`src/rtl/calc_pkg.sv`:
```
// Shared calculator definitions: ASCII codes, op-codes, output FSM states
// and a helper that locates the most significant nonzero BCD digit.
package calc_pkg;

  localparam logic [7:0] CHAR_0     = 8'h30;
  localparam logic [7:0] CHAR_MINUS = 8'h2D;
  localparam logic [7:0] CHAR_CR    = 8'h0D;
  localparam logic [7:0] CHAR_LF    = 8'h0A;
  localparam logic [7:0] CHAR_E     = 8'h45;
  localparam logic [7:0] CHAR_R     = 8'h52;

  localparam int BCD_DIGITS = 5;

  typedef enum logic [1:0] {
    ADD = 2'b00,
    SUB = 2'b01,
    MUL = 2'b10,
    DIV = 2'b11
  } op_e;

  typedef enum logic [2:0] {
    IDLE,
    CONVERT,
    SEND_SIGN,
    SEND_DIGIT,
    SEND_CR,
    SEND_LF,
    SEND_ERR,
    DONE
  } out_state_e;

  // Index of the highest nonzero digit; an all-zero value still yields the
  // units position so that zero prints as a single "0".
  function automatic logic [2:0] lead_index(input logic [4*BCD_DIGITS-1:0] bcd);
    lead_index = 3'd0;
    for (int i = 1; i < BCD_DIGITS; i++) begin
      if (bcd[4*i +: 4] != 4'd0) begin
        lead_index = 3'(i);
      end
    end
  endfunction

endpackage

```
`src/rtl/bin2bcd.sv`:
```
// Sequential double-dabble converter: 16-bit binary to 5 BCD digits.
// The start cycle loads the operand, then 16 add-3/shift steps follow;
// done_o rises 17 cycles after start_i was raised and bcd_o then holds the
// result until the next start.
module bin2bcd (
  input  logic        clk,
  input  logic        rst,
  input  logic        start_i,
  input  logic [15:0] bin_i,
  output logic [19:0] bcd_o,
  output logic        done_o
);

  logic [15:0] bin_q;
  logic [19:0] bcd_q;
  logic [3:0]  count_q;
  logic        busy_q;
  logic [19:0] adj;

  // Add 3 to every digit that is 5 or more before it is doubled.
  always_comb begin
    adj = bcd_q;
    for (int i = 0; i < 5; i++) begin
      if (bcd_q[4*i +: 4] >= 4'd5) begin
        adj[4*i +: 4] = bcd_q[4*i +: 4] + 4'd3;
      end
    end
  end

  // Load on start, then shift one binary bit into the BCD field per cycle.
  always_ff @(posedge clk) begin
    if (rst) begin
      bin_q   <= '0;
      bcd_q   <= '0;
      count_q <= '0;
      busy_q  <= 1'b0;
      done_o  <= 1'b0;
    end else begin
      done_o <= 1'b0;
      if (start_i) begin
        bin_q   <= bin_i;
        bcd_q   <= '0;
        count_q <= '0;
        busy_q  <= 1'b1;
      end else if (busy_q) begin
        {bcd_q, bin_q} <= {adj[18:0], bin_q, 1'b0};
        count_q        <= count_q + 4'd1;
        if (count_q == 4'd15) begin
          busy_q <= 1'b0;
          done_o <= 1'b1;
        end
      end
    end
  end

  assign bcd_o = bcd_q;

endmodule

```
`src/rtl/output_processor.sv`:
```
// Turns one calculator result into ASCII ("-", digits, CR LF or "ERR" CR LF)
// and writes it byte by byte into the UART TX FIFO, honouring FIFO full.
module output_processor
  import calc_pkg::*;
#(
  parameter int DATA_WIDTH   = 8,
  parameter int RESULT_WIDTH = 16
) (
  input  logic                    clk,
  input  logic                    rst,
  input  logic [RESULT_WIDTH-1:0] result_i,
  input  logic                    neg_i,
  input  logic                    err_i,
  input  logic                    result_valid_i,
  output logic                    ready_o,
  input  logic                    tx_full_in,
  output logic                    tx_wen_o,
  output logic [DATA_WIDTH-1:0]   tx_data_o,
  output logic                    done_o
);

  out_state_e       state;
  logic             neg_q;
  logic [4:0][3:0]  digits_q;
  logic [2:0]       idx_q;
  logic [1:0]       err_idx_q;

  logic             bcd_start;
  logic             bcd_done;
  logic [19:0]      bcd_val;

  // The converter is started on the accepting edge itself and its load
  // register keeps the captured magnitude, so no separate copy is needed.
  assign bcd_start = ready_o && result_valid_i && !err_i;

  bin2bcd u_bin2bcd (
    .clk     (clk),
    .rst     (rst),
    .start_i (bcd_start),
    .bin_i   (result_i),
    .bcd_o   (bcd_val),
    .done_o  (bcd_done)
  );

  // Output sequencer: every SEND state writes at most one byte per cycle and
  // only advances when the FIFO had room in that cycle.
  always_ff @(posedge clk) begin
    if (rst) begin
      state     <= IDLE;
      ready_o   <= 1'b1;
      tx_wen_o  <= 1'b0;
      tx_data_o <= '0;
      done_o    <= 1'b0;
      neg_q     <= 1'b0;
      digits_q  <= '0;
      idx_q     <= '0;
      err_idx_q <= '0;
    end else begin
      tx_wen_o <= 1'b0;
      done_o   <= 1'b0;
      case (state)
        IDLE: begin
          ready_o <= 1'b1;
          if (ready_o && result_valid_i) begin
            ready_o   <= 1'b0;
            neg_q     <= neg_i;
            err_idx_q <= 2'd0;
            state     <= err_i ? SEND_ERR : CONVERT;
          end
        end
        CONVERT: begin
          if (bcd_done) begin
            digits_q <= bcd_val;
            idx_q    <= lead_index(bcd_val);
            state    <= (neg_q && bcd_val != 20'd0) ? SEND_SIGN : SEND_DIGIT;
          end
        end
        SEND_SIGN: begin
          if (!tx_full_in) begin
            tx_wen_o  <= 1'b1;
            tx_data_o <= CHAR_MINUS;
            state     <= SEND_DIGIT;
          end
        end
        SEND_DIGIT: begin
          if (!tx_full_in) begin
            tx_wen_o  <= 1'b1;
            tx_data_o <= CHAR_0 + {4'h0, digits_q[idx_q]};
            if (idx_q == 3'd0) begin
              state <= SEND_CR;
            end else begin
              idx_q <= idx_q - 3'd1;
            end
          end
        end
        SEND_ERR: begin
          if (!tx_full_in) begin
            tx_wen_o  <= 1'b1;
            tx_data_o <= (err_idx_q == 2'd0) ? CHAR_E : CHAR_R;
            if (err_idx_q == 2'd2) begin
              state <= SEND_CR;
            end else begin
              err_idx_q <= err_idx_q + 2'd1;
            end
          end
        end
        SEND_CR: begin
          if (!tx_full_in) begin
            tx_wen_o  <= 1'b1;
            tx_data_o <= CHAR_CR;
            state     <= SEND_LF;
          end
        end
        SEND_LF: begin
          if (!tx_full_in) begin
            tx_wen_o  <= 1'b1;
            tx_data_o <= CHAR_LF;
            state     <= DONE;
          end
        end
        DONE: begin
          done_o <= 1'b1;
          state  <= IDLE;
        end
        default: state <= IDLE;
      endcase
    end
  end

endmodule

```
`config.mk`:
```
export PLATFORM = sky130hd
export DESIGN_NAME = output_processor
export DESIGN_NICKNAME = d
export VERILOG_FILES = /design/src/rtl/calc_pkg.sv /design/src/rtl/bin2bcd.sv /design/src/rtl/output_processor.sv
export SDC_FILE = /design/constraint.sdc
export NUM_CORES = 1
export LEC_CHECK = 0
export ABC_AREA = 1
export BUFFER_PORTS_ARGS = -buffer_cell sky130_fd_sc_hd__buf_2
export CORE_UTILIZATION = 65
export DETAILED_ROUTE_END_ITERATION = 10
export PLACE_DENSITY = 0.85
export SLEW_MARGIN = 20
export SYNTH_ARGS = -nofsm -noshare
export SYNTH_HDL_FRONTEND = slang
export SYNTH_HIERARCHICAL = 1
export SYNTH_SLANG_ARGS = --single-unit
```
`constraint.sdc`:
```
create_clock -name clk -period 3.1 [get_ports clk]
set_clock_uncertainty 0.05 [all_clocks]
set_input_delay 0.155 -clock clk [delete_from_list [all_inputs] [get_ports clk]]
set_output_delay 0.155 -clock clk [all_outputs]
set_load 0.01 [all_outputs]
```
==> impl_metrics.ini <==
[sta]
finalMaxSlewViolations = 0
fin_tns_setup_ps = 0
clock.fmax_mhz = 466
setup_viol = 0
slew_headroom_pct = 47.2
rsz0062_at_grt = no
final_hold_viol_count = 0
tightestPinTransition_ps = 789
period_needed_ps = 2150
min_period_over_period_pct = 69.2

[yosys]
synthTopCellsByArea = dfxtp_1 (38%), nand2_1 (12%), a21oi_1 (7.7%)
seq_area_frac_synth_pct = 38.3
synthMuxAreaShare_pct = 0
synth-xor-area-share_pct = 0
synth_top_area_cell = dfxtp_1
syn_area_um2 = 4240
synth_top_family_by_area = simple AND/OR/NAND/NOR gates
ys_warn_count = 6
async_reset_ff_share_pct = 0
synth-compound-area-share_pct = 20.4
yosysMostFrequentCell = nand2_1
synth_cell_types = 34
synth_adder_area_share_pct = 4.43
synthCells = 611
ys_ff_latch = 81
synth_fp_nets = 648
yosys.area.top_type_share_pct = 38.3
synth_edf_count = 0
synth_flop_cell = dfxtp_1
synth.top_cells.by_count = nand2_1 (140), dfxtp_1 (81), inv_1 (70)
synth.avg_cell_area_um2 = 6.94
synth-simple-area-share_pct = 26.0

[status]
status = completed

[cts]
root_buffer = clkbuf_8
clkSinkCount = 81
clk_latency_ps = 340
post-cts-setup-buffers = 0
clkTransAtPathRegs_ps = 80
numCtsBuffers = 9
cts_buffer_depth = 2
cts_tree = built
cts_max_level = 3

[power_and_ir_drop]
power.density_nw_per_um2 = 695
ir_drop_uv = 442
p_leak_uw = 0.00193

[placement]
place_hpwl_um = 6240
gp_congestion = 0.906
post-place-cells = 696
portBuffers = 31

[drt]
wl_met2_um = 4490
routed.top_layer = met4
num_vias = 3999
drtIter0Drc = 230
wl_per_cell_um = 12.8
drc = 0
dr_wl_met3_um = 560
drtAntennaViolNets = 0
dr.pass1.iters = 6
wl_met1_um = 4030
vias_per_cell = 5.55
wirelength_um = 9240

[global_route]
first_global_vias = 3534
grt_pass1_wl_um = 15100
overflow = 0
antenna_found_initial = 0
grt_use_total_pct = 28.7
grt_max_degree = 34

[setup_path]
setup.reg_to_reg.worst_slack_ps = 950
crit_path_start_kind = flip-flop
required_ps = 3260
rr_startpoint = state[1]
worstReg2RegEnd = digits_q[13]
critPathCaptureType = flip-flop
critPathArrivalTime_ps = 2300
worstSetupPathType = reg -> reg
reg2reg_depth = 6
worstPathMaxFanout = 26

[min_path]
hold_depth = 3
min_to = u_bin2bcd/bin_q[4]
hp-class = in -> reg
worstHoldStart = result_i[4]

[floorplanning]
die_w_um = 82.7
die_h_um = 82.7
num_rows = 29
core_um2 = 6310
initial_core_util_pct = 67.1
io_pins = 33
die_area_um2 = 6850

[cells_and_area]
instances_no_fill = 720
antennaDiodeCount = 0
areaGrowthSynthToFinish_pct = 10.8
nets = 676
drive_gt1_share_pct = 13.7

[job]
drv_cap = 0
-- layout make-up --
| class | count | area (µm²) |
|---|---|---|
| clock buffers | 10 | 128 |
| inverters | 80 | 303 |
| fillers | 483 | 1620 |
| clock inverters | 5 | 129 |
| repair buffers | 42 | 260 |
| multi-input cells | 425 | 2160 |
| flip-flops and latches | 81 | 1620 |
| well taps | 77 | 96.3 |
-- state kept, by name (all words and copies together) (netlist names) --
signal / cells
neg_q: 1
digits_q: 20
u_bin2bcd/done_o: 1
tx_wen_o: 1
u_bin2bcd/bcd_o: 20
u_bin2bcd/busy_q: 1
idx_q: 3
tx_data_o: 7
state: 3
ready_o: 1
err_idx_q: 2
done_o: 1
u_bin2bcd/count_q: 4
u_bin2bcd/bin_q: 16
-- what timing repair did --
action,in CTS,in global routing
gates resized for setup,0,0
hold buffers,9,0
hold endpoints to repair,9,0
-- worst max-delay path by stage --
stage,start,to,slack [ps],cells after the start
floorplan,state[1],state[2],1740,11
global placement,state[1],digits_q[15],1160,6
detailed placement,state[1],digits_q[13],1010,6
CTS,state[1],digits_q[13],970,6
global route,state[1],digits_q[13],710,6
finish,state[1],digits_q[13],950,6
-- where the power goes --
group	total [µW]	internal (µW)	switching (µW)	leakage, µW
sequential	1320	1170	144	0.000660
combinational	960	330	630	0.00114
clock	987	614	373	0.000127
-- cell usage in the layout, fill, tap and decap left out, types with 4 or more instances in the layout --
master	Yosys	final
a21oi_1	65	65
a21oi_2	15	15
buf_2	10	31
bufinv_16	0	4
clkbuf_8	0	9
dfxtp_1	81	81
dlygate4sd3_1	0	9
ha_1	15	15
inv_1	70	70
inv_2	8	8
nand2_1	140	140
nand2_2	5	5
nand3_1	45	45
nor2_1	47	47
nor3_1	4	4
o21ai_0	40	40
o21ai_1	28	28
-- cells by family after synthesis --
| group | after synthesis |
|---|---|
| AOI/OAI and AO/OA | 156 |
| adders and majority gates | 15 |
| buffers and inverters | 105 |
| DFF | 81 |
| other | 1 |
| and+or+nand+nor | 253 |
-- worst max-delay path, stage by stage (launching register included) --
cell,delay (ps)
dfxtp_1,430
inv_2,150
nand2_2,100
nor2_4,300
nand2_1,510
o21ai_0,400
a21oi_1,60
-- layer usage --
metal	GRT usage [%]	vias to the layer above
li1	-	2032
met1	36.2	1810
met2	47.0	139
met3	5.93	18
met4	12.4	0
met5	0	-
-- through the flow --
step	setup slack, ps	utilization [%]	hold slack [ps]	instance area [µm²]	power (µW)
6_report	954	74.4	15.4	4700	3260
5_1_grt	713	74.4	11.6	4700	3470
3_3_place_gp	1160	68.9	356	4350	2220
3_5_place_dp	1010	68.9	361	4350	2260
4_1_cts	969	74.4	1.46	4700	3250
2_1_floorplan	1740	-	174	4240	2080
(Power assumes the default switching activity.)
